[src/rtl/counter4_sync_pkg.sv]
// counter4_sync_pkg: shared width default, terminal-value helper and count type
package counter4_sync_pkg;
  localparam int DEFAULT_WIDTH = 4;
  function automatic longint unsigned max_for_width(input int w);
    return (64'd1 << w) - 64'd1;
  endfunction
  typedef logic [DEFAULT_WIDTH-1:0] count_t;
endpackage

[src/rtl/counter4_sync_core.sv]
// counter4_sync_core: count register with reset/enable mux and wrap detect
module counter4_sync_core #(
  parameter int WIDTH = 4,
  parameter longint unsigned MAX_COUNT = 15
) (
  input  logic             clk,
  input  logic             rst,
  input  logic             en,
  output logic [WIDTH-1:0] q,
  output logic             wrap_evt
);
  localparam logic [WIDTH-1:0] M = WIDTH'(MAX_COUNT);
  // >= also pulls any out-of-range value back to zero on the next enabled edge
  always_ff @(posedge clk)
    q <= rst ? '0 : en ? (q >= M ? '0 : q + 1'b1) : q;
  assign wrap_evt = !rst && en && q == M;
endmodule

[src/rtl/counter4_sync.sv]
// counter4_sync: modulo up-counter with terminal-count flag and registered wrap pulse
import counter4_sync_pkg::*;
module counter4_sync #(
  parameter int WIDTH = DEFAULT_WIDTH,
  parameter longint unsigned MAX_COUNT = max_for_width(WIDTH)
) (
  input  logic             Clk,
  input  logic             Rst,
  input  logic             En,
  output logic [WIDTH-1:0] Q,
  output logic             Tc,
  output logic             Wrap
);
  logic wrap_evt;
  if (WIDTH < 1 || WIDTH > 32) begin : g_bad_width
    $error("counter4_sync: WIDTH must be 1..32");
  end
  if (MAX_COUNT < 1 || MAX_COUNT > max_for_width(WIDTH)) begin : g_bad_max
    $error("counter4_sync: MAX_COUNT must be 1..2**WIDTH-1");
  end
  counter4_sync_core #(.WIDTH(WIDTH), .MAX_COUNT(MAX_COUNT)) u_core (
    .clk(Clk),
    .rst(Rst),
    .en(En),
    .q(Q),
    .wrap_evt(wrap_evt)
  );
  assign Tc = Q == WIDTH'(MAX_COUNT);
  always_ff @(posedge Clk)
    Wrap <= wrap_evt;
endmodule

[config.mk]
export PLATFORM = sky130hd
export DESIGN_NAME = counter4_sync
export DESIGN_NICKNAME = d
export VERILOG_FILES = /design/src/rtl/counter4_sync_pkg.sv /design/src/rtl/counter4_sync_core.sv /design/src/rtl/counter4_sync.sv
export SDC_FILE = /design/constraint.sdc
export NUM_CORES = 1
export LEC_CHECK = 0
export CORE_AREA = 5 5 42 44
export CTS_CLUSTER_SIZE = 25
export DETAILED_ROUTE_END_ITERATION = 12
export DIE_AREA = 0 0 47 49
export DONT_BUFFER_PORTS = 1
export HOLD_SLACK_MARGIN = 0.06
export SYNTH_ARGS = -nofsm -noshare
export SYNTH_HDL_FRONTEND = slang
export SYNTH_HIERARCHICAL = 1
export SYNTH_SLANG_ARGS = --single-unit
[constraint.sdc]
create_clock -name Clk -period 1.2 [get_ports Clk]
set_input_delay 0.12 -clock Clk [delete_from_list [all_inputs] [get_ports Clk]]
set_output_delay 0.12 -clock Clk [all_outputs]
set_load 0.02 [all_outputs]
**Word-level counts from Yosys, hierarchy flattened**

Cells that the tools add are included.

- Register bits after elaboration: 5
- Input port bits: 3
- Output and inout port bits: 6
- Logic and storage cells: 9

- Add/sub/neg operators: 1
- $lt $le $gt $ge: 1
- Equal/unequal tests: 1
- Muxes and demuxes: 1
- Reductions and logical operators: 3

Operators with widths:

| cell | count |
|---|---|
| $add 4x1->4 const B | 1 |
| $eq 4x4->1 const B | 1 |
| $ge 4x4->1 const B | 1 |
| $mux 4 | 1 |
| $logic_and 1x1->1 | 2 |
| $logic_not 1->1 | 1 |

**Longest topological paths before layout**

Gate-level depths: netlist of run 1.

- Depth after elaboration: 3
- Gate-level depth with buffers: 4

**Cells and area by module**

Netlist of run 1, hierarchy kept.

Modules (own cells, without submodules):

| module | times used | cells an instance | area an instance (sq um) |
|---|---|---|---|
| counter4_sync_core | 1 | 22 | 188.9 |
| counter4_sync | 1 | 2 | 28.8 |

**Worst setup path after synthesis of run 1**

No wires, ideal clock.

- Kind: register to register
- Start: register u_core.q[0]
- End: register u_core.q[2]
- Setup time: 0.115 ns
- Arrival time: 0.974 ns
- Slack: 0.112 ns
- Stages on the path, launching flop included: 5
- Buffers on the path: 0
- Period minus slack after synthesis: 1.088 ns
- Path through: dfxtp_1 -> ha_1 -> nand2_1 -> xor2_1 -> nor2_1

- Longest elaborated chain between the ends: 2

RTL lines:

| what | line | source |
|---|---|---|
| from (decl) | counter4_sync_core.sv:9 | `output logic [WIDTH-1:0] q,` |
| from (signal assigned) | counter4_sync_core.sv:15 | `q <= rst ? '0 : en ? (q >= M ? '0 : q + 1'b1) : q;` |
| $add 4x1->4 or $ge 4x4->1 (tied branches) | counter4_sync_core.sv:15 |  |
| $mux 4 * | counter4_sync_core.sv:15 |  |

Every way passes the cells marked *; elsewhere a longest branch is shown, timed or not.
A chain may end at the register's enable or synchronous reset.

**Worst setup path after layout of run 1**

- Start: register u_core.q[3]
- End: output Tc

- Longest elaborated chain between the ends: 1

RTL lines:

| what | line | source |
|---|---|---|
| $eq 4x4->1 | counter4_sync.sv:28 | `assign Tc = Q == WIDTH'(MAX_COUNT);` |
| to (decl) | counter4_sync.sv:11 | `output logic Tc,` |

No other way between the ends.

==> key figures, run 1 <==
Global route
  – Largest net degree at the start of global routing: 7
  – Number of global-route vias before repair: 195
  – GRT overflow: 0
  – First-pass GRT wire length: 772 µm
  – Gr usage total: 5.07%
  – Initial antenna violation count: 0

Synthesis
  – Synthesized flop and latch total: 5
  – Ys flop type: dfxtp_1
  – Warnings, synthesis: 6
  – Most frequent cell after synthesis: dfxtp_1
  – Yosys top cell by area: dfxtp_1
  – Area contributors post-synth: dfxtp_1 (46%), nor2_1 (6.9%), ha_1 (5.7%)
  – Synth Area per Inst: 9.07 µm²
  – Synth unique cells: 15
  – Sequential fraction of the synthesis area: 46.0%
  – Gate Count Post-Synth: 24
  – Share of the synthesized area in the top cell type: 46.0%
  – Synthesized area: 218 µm²
  – Syn_nets: 28
  – Top cells by count, synth: dfxtp_1 (5), nor2_1 (4), a21oi_1 (2), nand3_1 (2)
  – Post-synth ARST share: 0%
  – Post-synth EDFFs: 0

Power
  – Tot Pwr: 0.000412 W
  – Leak Pwr: 0.128 nW
  – Worst ir drop on vdd: 551 µV
  – Total power per unit cell area: 1300 nW/µm²

STA
  – Final worst slack: 0.0589 ns
  – Final min period: 1.14 ns
  – Final hold violation count: 0
  – Worst-Margin Slew: 0.247 ns
  – Setup repair after global routing missed its margin: no
  – Worst clock skew: 0.00333 ns
  – Fin crit share: 95.1%
  – Worst slew margin: 83.6%
  – Fmax: 0.876 GHz
  – Final Max Tran Viols: 0
  – Final setup fails: 0
  – Total negative setup slack: 0 ns

Floorplanning
  – Initial Utilization: 15.5%
  – Die width: 47 µm
  – Die height: 49 µm
  – Core ar.: 1400 µm²
  – Row count: 14
  – Io pins: 9
  – Die area: 2300 µm²

Route
  – ANT nets after route: 0
  – TritonRoute pass-1 iters: 4
  – Number of remaining DRC errors: 0
  – First-iteration detailed-routing DRC count: 2
  – Routed via count: 219
  – Drt wl/cell: 10.7 µm
  – Routed Wire Length: 534 µm
  – Routed vias/inst: 4.38

Setup path
  – Crit path launch type: flip-flop
  – Buffers and inverters on the worst path: 0
  – Crit-path cells: and4_1
  – Max stage delay on crit path: 0.41 ns
  – Kind of critical path: flip-flop to output port
  – Required time worst endpoint: 1.08 ns
  – Worst setup EP type: output port
  – CP arrival: 1.02 ns
  – Cell family with most CP delay: flip-flops
  – Critical path peak fanout: 6
  – Slowest cell on the critical path: dfxtp_1

Placement
  – DP Cell Count: 44
  – RePlAce Congestion: 0.807
  – Worst slack at placement: 0.230 ns
  – I/O Buffers: 0

Clocking
  – Clock Latency Late Sink: 0.24 ns
  – CTS tree: done
  – Postcts setup bufs: 0
  – Reg clk slew, reported paths: 0.04 ns
  – TritonCTS Buffers: 3
  – H-tree depth: 1
  – Longest Clk Path Bufs: 2
  – Sink Count: 5
  – Root buffer cell: clkbuf_4

Cells and area
  – Layout Area Growth over Synthesis: 45.4%
  – Share of layout cells above drive strength 1: 23.5%
  – Ant diodes: 0
  – Post-layout net count: 39
  – Filler instances: 160
  – Non-filler cells, final: 50

Job
  – Max-cap violation count: 0

Status
  – Status: complete, no violations

Min path
  – Hold WC Path Type: primary input to flip-flop
[flip-flops by register name (all words and copies together), names as in the netlist]
name / count
u_core/q: 4
Wrap: 1
[what timing repair did]
action,CTS,global route
hold buffers,2,0
endpoints found under the setup margin,0,0
resized for setup,0,0
endpoints found under the hold margin,5,0
[per-stage QoR]
stage          utilization (%)  instance area (µm²)  hold slack, ns
2_1_floorplan                -                  218           0.189
4_1_cts                   22.6                  317          0.0932
6_report                  22.6                  317          0.0995
3_5_place_dp              19.3                  270           0.193
3_3_place_gp              19.3                  270           0.192
5_1_grt                   22.6                  317           0.117
[worst paths after layout]
path / start / to / slack (ns) / cells after the start
setup reg to reg: u_core/q[0] / u_core/q[2] / 0.20 / 4
hold / removal: En / u_core/q[2] / 0.1 / 3
setup / recovery: u_core/q[3] / Tc / 0.06 / 1
hold reg to reg: u_core/q[3] / Wrap / 0.53 / 2
[where the power goes]
group / total (W) / internal [W] / switching (W)
Sequential: 0.000179 / 0.000172 / 0.00000653
Clock: 0.000190 / 0.000125 / 0.0000649
Combinational: 0.0000430 / 0.0000216 / 0.0000214
Total: 0.000412 / 0.000319 / 0.0000929
[tightest hold or removal path, cell delays in order]
cell and delay (ns):
nand2_1 0.05, xor2_1 0.06, nor2_1 0.07
[logic make-up after synthesis]
family	Yosys count	share of synthesized area (%)
compound gates	3	8.62
xor+xnor	1	4.02
fa+ha+maj	1	5.75
buf+inv	1	2.30
flops	5	46.0
mux	1	4.60
simple gates	12	28.7
[placed cells by master, fill, tap and decap left out, drive strengths merged]
master	n
nand3b	1
and4	1
nand3	2
dfxtp	5
nand4	1
clkbuf	4
a41oi	1
ha	1
dlygate4sd3	2
nand2	1
nor3	1
nor2	4
mux2i	1
xor2	1
a21oi	2
nand2b	1
buf	5
[final cells by class]
| type | count | area (µm²) | area share (%) |
|---|---|---|---|
| Multi-Input combinational cell | 18 | 113 | 35.6 |
| Clock buffer | 4 | 26.3 | 8.30 |
| Sequential cell | 5 | 100 | 31.6 |
| Tap cell | 16 | 20.0 | 6.32 |
| Timing Repair Buffer | 7 | 57.6 | 18.2 |
[layer usage]
| layer | wire length, µm | global-route usage (%) | part of all wire (%) |
|---|---|---|---|
| met1 | 235 | 5.51 | 44 |
| met2 | 205 | 5.88 | 38 |
| met3 | 92 | 7.75 | 17 |
| met4 | 0 | 0 | 0 |
| met5 | 0 | 0 | 0 |
No activity file was read; power rests on OpenSTA's default activity.
==> run 2: changes to the inputs <==
Clock period 1.2 ns to 1.4 ns, I/O delays scaled along.
==> run 2 against run 1 <==
Flip-flop and latch count unchanged; utilization down 0.54 points; highest routed layer unchanged; clock power down 14%; critical path type unchanged.
==> key figures, run 2 (synthesized netlist as in run 1, its figures left out) <==
Status
  – Status: complete, no violations

STA
  – Fin crit share: 81.1%
  – Worst clock skew: 0.00443 ns (+0.00110 ns)
  – Fmax: 0.881 GHz
  – Final worst slack: 0.265 ns (+0.206 ns)
  – Worst slew margin: 85.2% (+1.6 points)
  – Total negative setup slack: 0 ns (unchanged)
  – Setup repair after global routing missed its margin: no
  – Final setup fails: 0 (unchanged)
  – Final min period: 1.14 ns
  – Final Max Tran Viols: 0 (unchanged)
  – Final hold violation count: 0 (unchanged)
  – Worst-Margin Slew: 0.223 ns (-0.0241 ns)

Floorplanning
  – Io pins: 9 (unchanged)
  – Initial Utilization: 15.5% (unchanged)
  – Die height: 49 µm (unchanged)
  – Row count: 14 (unchanged)
  – Die width: 47 µm (unchanged)
  – Core ar.: 1400 µm² (unchanged)
  – Die area: 2300 µm² (unchanged)

Route
  – ANT nets after route: 0 (unchanged)
  – Drt wl/cell: 9.65 µm (-9.6%)
  – Number of remaining DRC errors: 0 (unchanged)
  – Routed Wire Length: 473 µm (-11%)
  – Routed via count: 207 (-5.5%)
  – Routed vias/inst: 4.22 (-3.6%)
  – TritonRoute pass-1 iters: 4 (unchanged)
  – First-iteration detailed-routing DRC count: 6 (+4)

Global route
  – Number of global-route vias before repair: 172 (-12%)
  – Initial antenna violation count: 0 (unchanged)
  – GRT overflow: 0 (unchanged)
  – Largest net degree at the start of global routing: 8 (+1)
  – Gr usage total: 4.94% (-0.13 points)
  – First-pass GRT wire length: 745 µm (-3.5%)

Setup path
  – Slowest cell on the critical path: dfxtp_1
  – CP arrival: 1.00 ns (-0.02 ns)
  – Critical path peak fanout: 7 (+1)
  – Kind of critical path: flip-flop to output port
  – Required time worst endpoint: 1.26 ns (+0.18 ns)
  – Cell family with most CP delay: flip-flops
  – Worst setup EP type: output port
  – Buffers and inverters on the worst path: 0 (unchanged)
  – Crit-path cells: and4_1
  – Crit path launch type: flip-flop
  – Max stage delay on crit path: 0.41 ns (about the same)

Cells and area
  – Cell area after layout: 309 µm² (-2.4%)
  – Most frequent cells in the layout: dfxtp_1 (5), buf_4 (4), nor2_1 (4), clkbuf_4 (3)
  – Number of flip-flops in the largest register: 4 (unchanged)
  – Register bank with the most flops: u_core/q
  – Largest registers: u_core/q (4), Wrap (1)
  – Multi-input gate area: 113 µm² (unchanged)
  – Register Area: 100 µm² (unchanged)
  – Most common cell after layout, fill and taps aside: dfxtp_1
  – Share of layout cells above drive strength 1: 21.2% (-2.3 points)
  – Layout Area Growth over Synthesis: 42.0%
  – Filler instances: 165 (+3.1%)
  – Ant diodes: 0 (unchanged)
  – Post-layout net count: 38 (-2.6%)

Power
  – Tot Pwr: 0.000349 W (-15%)
  – Leak Pwr: 0.122 nW (-4.0%)
  – Total power per unit cell area: 1130 nW/µm² (-13%)
  – Worst ir drop on vdd: 432 µV (-22%)

Clocking
  – Sink Count: 5 (unchanged)
  – H-tree depth: 1 (unchanged)
  – Clock Latency Late Sink: 0.24 ns (about the same)
  – Root buffer cell: clkbuf_4
  – TritonCTS Buffers: 3 (unchanged)
  – Longest Clk Path Bufs: 2 (unchanged)
  – CTS tree: done
  – Postcts setup bufs: 0 (unchanged)
  – Reg clk slew, reported paths: 0.04 ns (about the same)

Placement
  – Placed inst area: 263 µm² (-2.8%)
  – Worst slack at placement: 0.374 ns (+0.144 ns)
  – Post-DP HPWL: 373 µm
  – I/O Buffers: 0 (unchanged)
  – RePlAce Congestion: 0.727 (-9.9%)

Min path
  – Hold WC Path Type: primary input to flip-flop

Job
  – Max-cap violation count: 0 (unchanged)
## run 2: per-layer routing
| layer | track usage [%] | wire length (µm) | up-vias | part of all wire [%] |
|---|---|---|---|---|
| met1 | 6.42 | 248 | 87 | 52 |
| met2 | 4.75 | 150 | 14 | 32 |
| met3 | 6.27 | 74 | 0 | 16 |
| li1 | - | - | 106 | - |
| met5 | 0 | 0 | - | 0 |
| met4 | 1.38 | 0 | 0 | 0 |
## run 2: area by class of cell
cell class | count | share of cell area [%]
multi-input cells | 18 | 36.4
clock buffers | 4 | 8.50
well taps | 16 | 6.48
repair buffers | 6 | 16.2
flip-flops and latches | 5 | 32.4
## run 2: worst paths after layout
path / from / endpoint / slack (ns) / depth (start not counted)
max: u_core/q[0] / Tc / 0.26 / 1
min: En / u_core/q[1] / 0.07 / 2
max reg2reg: u_core/q[0] / u_core/q[2] / 0.37 / 4
min reg2reg: u_core/q[3] / Wrap / 0.51 / 2
## run 2: power breakdown
group | leakage, nW | internal [W] | switching, W
clock | 0.0150 | 0.000108 | 0.0000560
sequential | 0.0407 | 0.000148 | 0.00000613
combinational | 0.0667 | 0.0000162 | 0.0000156
total | 0.122 | 0.000271 | 0.0000776
## run 2: repair_timing
action	4_1_cts	5_1_grt
resized for setup	0	0
hold buffers	2	0
endpoints found under the hold margin	5	0
## run 2: through the flow
stage          utilization (%)  cells  hold WS [ns]
5_1_grt                   22.1     49        0.0768
6_report                  22.1     49        0.0688
4_1_cts                   22.1     49        0.0634
3_5_place_dp              18.8     43         0.217
2_1_floorplan                -     24         0.209
3_3_place_gp              18.8     43         0.212
==> run 3: changes to the inputs <==
Clock period 1.4 ns to 0.9 ns, I/O delays scaled along.
==> run 3 against run 2 <==
The flow now finishes with violations (negative setup slack); cell area is 17% higher; via count grew 8.7%; flip-flop and latch count is the same; critical endpoint unchanged.
==> key figures, run 3 (synthesized netlist as in run 1, its figures left out) <==
Status
  – Status: finished with violations
  – Failing checks: negative setup slack

Floorplanning
  – Row count: 14 (unchanged)
  – Io pins: 9 (unchanged)
  – Die area: 2300 µm² (unchanged)
  – Die width: 47 µm (unchanged)
  – Initial Utilization: 15.5% (unchanged)
  – Die height: 49 µm (unchanged)
  – Core ar.: 1400 µm² (unchanged)

Setup path
  – Slowest cell on the critical path: dfxtp_4
  – Crit-path cells: and4_4
  – Worst R2R Setup Slack: -0.03 ns (-0.40 ns)
  – Critical path peak fanout: 4 (-3)
  – Setup crit start: u_core/q[0]
  – Kind of critical path: flip-flop to output port
  – Crit path launch type: flip-flop
  – CP arrival: 0.89 ns (-0.11 ns)
  – Worst flop-to-flop path startpoint: u_core/q[1]
  – Required time worst endpoint: 0.81 ns (-0.45 ns)
  – Cell family with most CP delay: flip-flops
  – Max stage delay on crit path: 0.36 ns (-0.05 ns)
  – Reg2Reg Depth: 4 (unchanged)
  – Worst setup EP type: output port
  – Buffers and inverters on the worst path: 0 (unchanged)
  – Worst R2R End: u_core/q[3]

Cells and area
  – Most frequent cells in the layout: buf_4 (5), nor2_1 (4), dfxtp_4 (4), clkbuf_4 (3)
  – Non-filler cells, final: 51 (+4.1%)
  – Final Util: 25.8% (+3.7 points)
  – Register bank with the most flops: u_core/q
  – Cell area after layout: 362 µm² (+17%)
  – Share of layout cells above drive strength 1: 45.7% (+25 points)
  – Most common cell after layout, fill and taps aside: buf_4
  – Post-layout net count: 40 (+5.3%)
  – Largest registers: u_core/q (4), Wrap (1)
  – Filler instances: 154 (-6.7%)
  – Number of flip-flops in the largest register: 4 (unchanged)
  – Ant diodes: 0 (unchanged)
  – Layout Area Growth over Synthesis: 66.1%

STA
  – Fin crit share: 108%
  – Final min period: 0.975 ns
  – Worst clock skew: 0.00322 ns (-0.00122 ns)
  – Setup repair after global routing missed its margin: yes
  – Fmax: 1.03 GHz
  – Min Hold Slack: 0.0627 ns (-0.00617 ns)
  – Worst slew margin: 86.3% (+1.1 points)
  – Final hold violation count: 0 (unchanged)
  – Worst-Margin Slew: 0.205 ns (-0.0175 ns)
  – Final Max Tran Viols: 0 (unchanged)
  – Final worst slack: -0.0754 ns (-0.340 ns)
  – Final setup fails: 4 (+4)
  – Total negative setup slack: -0.177 ns (-0.177 ns)

Clocking
  – Longest Clk Path Bufs: 2 (unchanged)
  – H-tree depth: 1 (unchanged)
  – Clock Latency Late Sink: 0.25 ns (about the same)
  – TritonCTS Buffers: 3 (unchanged)
  – Root buffer cell: clkbuf_4
  – Sink Count: 5 (unchanged)
  – CTS tree: done
  – Reg clk slew, reported paths: 0.05 ns (about the same)

Global route
  – First-pass GRT wire length: 1010 µm (+36%)
  – Gr usage total: 6.70% (+1.8 points)
  – Initial antenna violation count: 0 (unchanged)
  – Number of global-route vias before repair: 240 (+40%)
  – GRT overflow: 0 (unchanged)
  – Largest net degree at the start of global routing: 8 (unchanged)

Route
  – TritonRoute pass-1 iters: 2 (-2)
  – Number of remaining DRC errors: 0 (unchanged)
  – ANT nets after route: 0 (unchanged)
  – Routed via count: 225 (+8.7%)
  – Routed Wire Length: 607 µm (+28%)
  – Drt wl/cell: 11.9 µm (+23%)
  – Routed vias/inst: 4.41 (+4.4%)
  – First-iteration detailed-routing DRC count: 3 (-3)

Power
  – Worst ir drop on vdd: 669 µV (+55%)
  – Total power per unit cell area: 1580 nW/µm² (+40%)
  – Leak Pwr: 0.137 nW (+12%)

Placement
  – DP Cell Count: 44 (+2.3%)
  – I/O Buffers: 0 (unchanged)
  – Placed inst area: 294 µm² (+12%)
  – RePlAce Congestion: 0.660 (-9.2%)

Min path
  – Hold endpoint: u_core/q[2]
  – Hold WC Path Type: primary input to flip-flop
  – Hold path start: En
  – WHS Path Cells: 3 (+1)

Job
  – Max-cap violation count: 0 (unchanged)
==> run 3: worst max-delay path by stage <==
stage | endpoint | slack, ns | cells past startpoint
floorplan | u_core/q[2] | 0.005 | 4
global placement | u_core/q[3] | 0.01 | 4
detailed placement | u_core/q[3] | -0.0004 | 4
CTS | Tc | -0.09 | 1
global route | u_core/q[3] | -0.11 | 4
finish | Tc | -0.08 | 1
==> run 3: through the flow <==
step	power (W)	setup slack, ns
2_1_floorplan	0.000277	0.00521
3_3_place_gp	0.000292	0.0121
3_5_place_dp	0.000293	-0.000370
4_1_cts	0.000586	-0.0892
5_1_grt	0.000619	-0.113
6_report	0.000573	-0.0754
==> run 3: final cells by class <==
| cell class | instances | area [µm²] | area share [%] |
|---|---|---|---|
| multi-input cells | 18 | 131 | 36.3 |
| flip-flops and latches | 5 | 115 | 31.8 |
| clock buffers | 4 | 26.3 | 7.27 |
| well taps | 16 | 20.0 | 5.54 |
| repair buffers | 8 | 68.8 | 19.0 |
==> run 3: where the power goes <==
group | leakage (nW) | switching (W) | internal (W) | total (W)
clock | 0.0150 | 0.0000993 | 0.000168 | 0.000267
sequential | 0.0436 | 0.0000124 | 0.000223 | 0.000235
combinational | 0.0786 | 0.0000321 | 0.0000378 | 0.0000700
==> run 3: what timing repair did <==
item,CTS,global route
gates cloned,0,0
endpoints found under the hold margin,5,0
pin swaps,2,5
setup buffers,1,0
gates resized for setup,4,1
endpoints found under the setup margin,4,7
hold buffers,2,0
==> run 3: layer usage <==
metal	vias up	routed length (µm)	GRT usage, %	share of wire, %
met5	-	0	0	0
met4	0	5	2.76	0.82
met3	2	72	7.38	12
met2	10	278	7.92	46
met1	103	251	7.51	41
li1	110	-	-	-
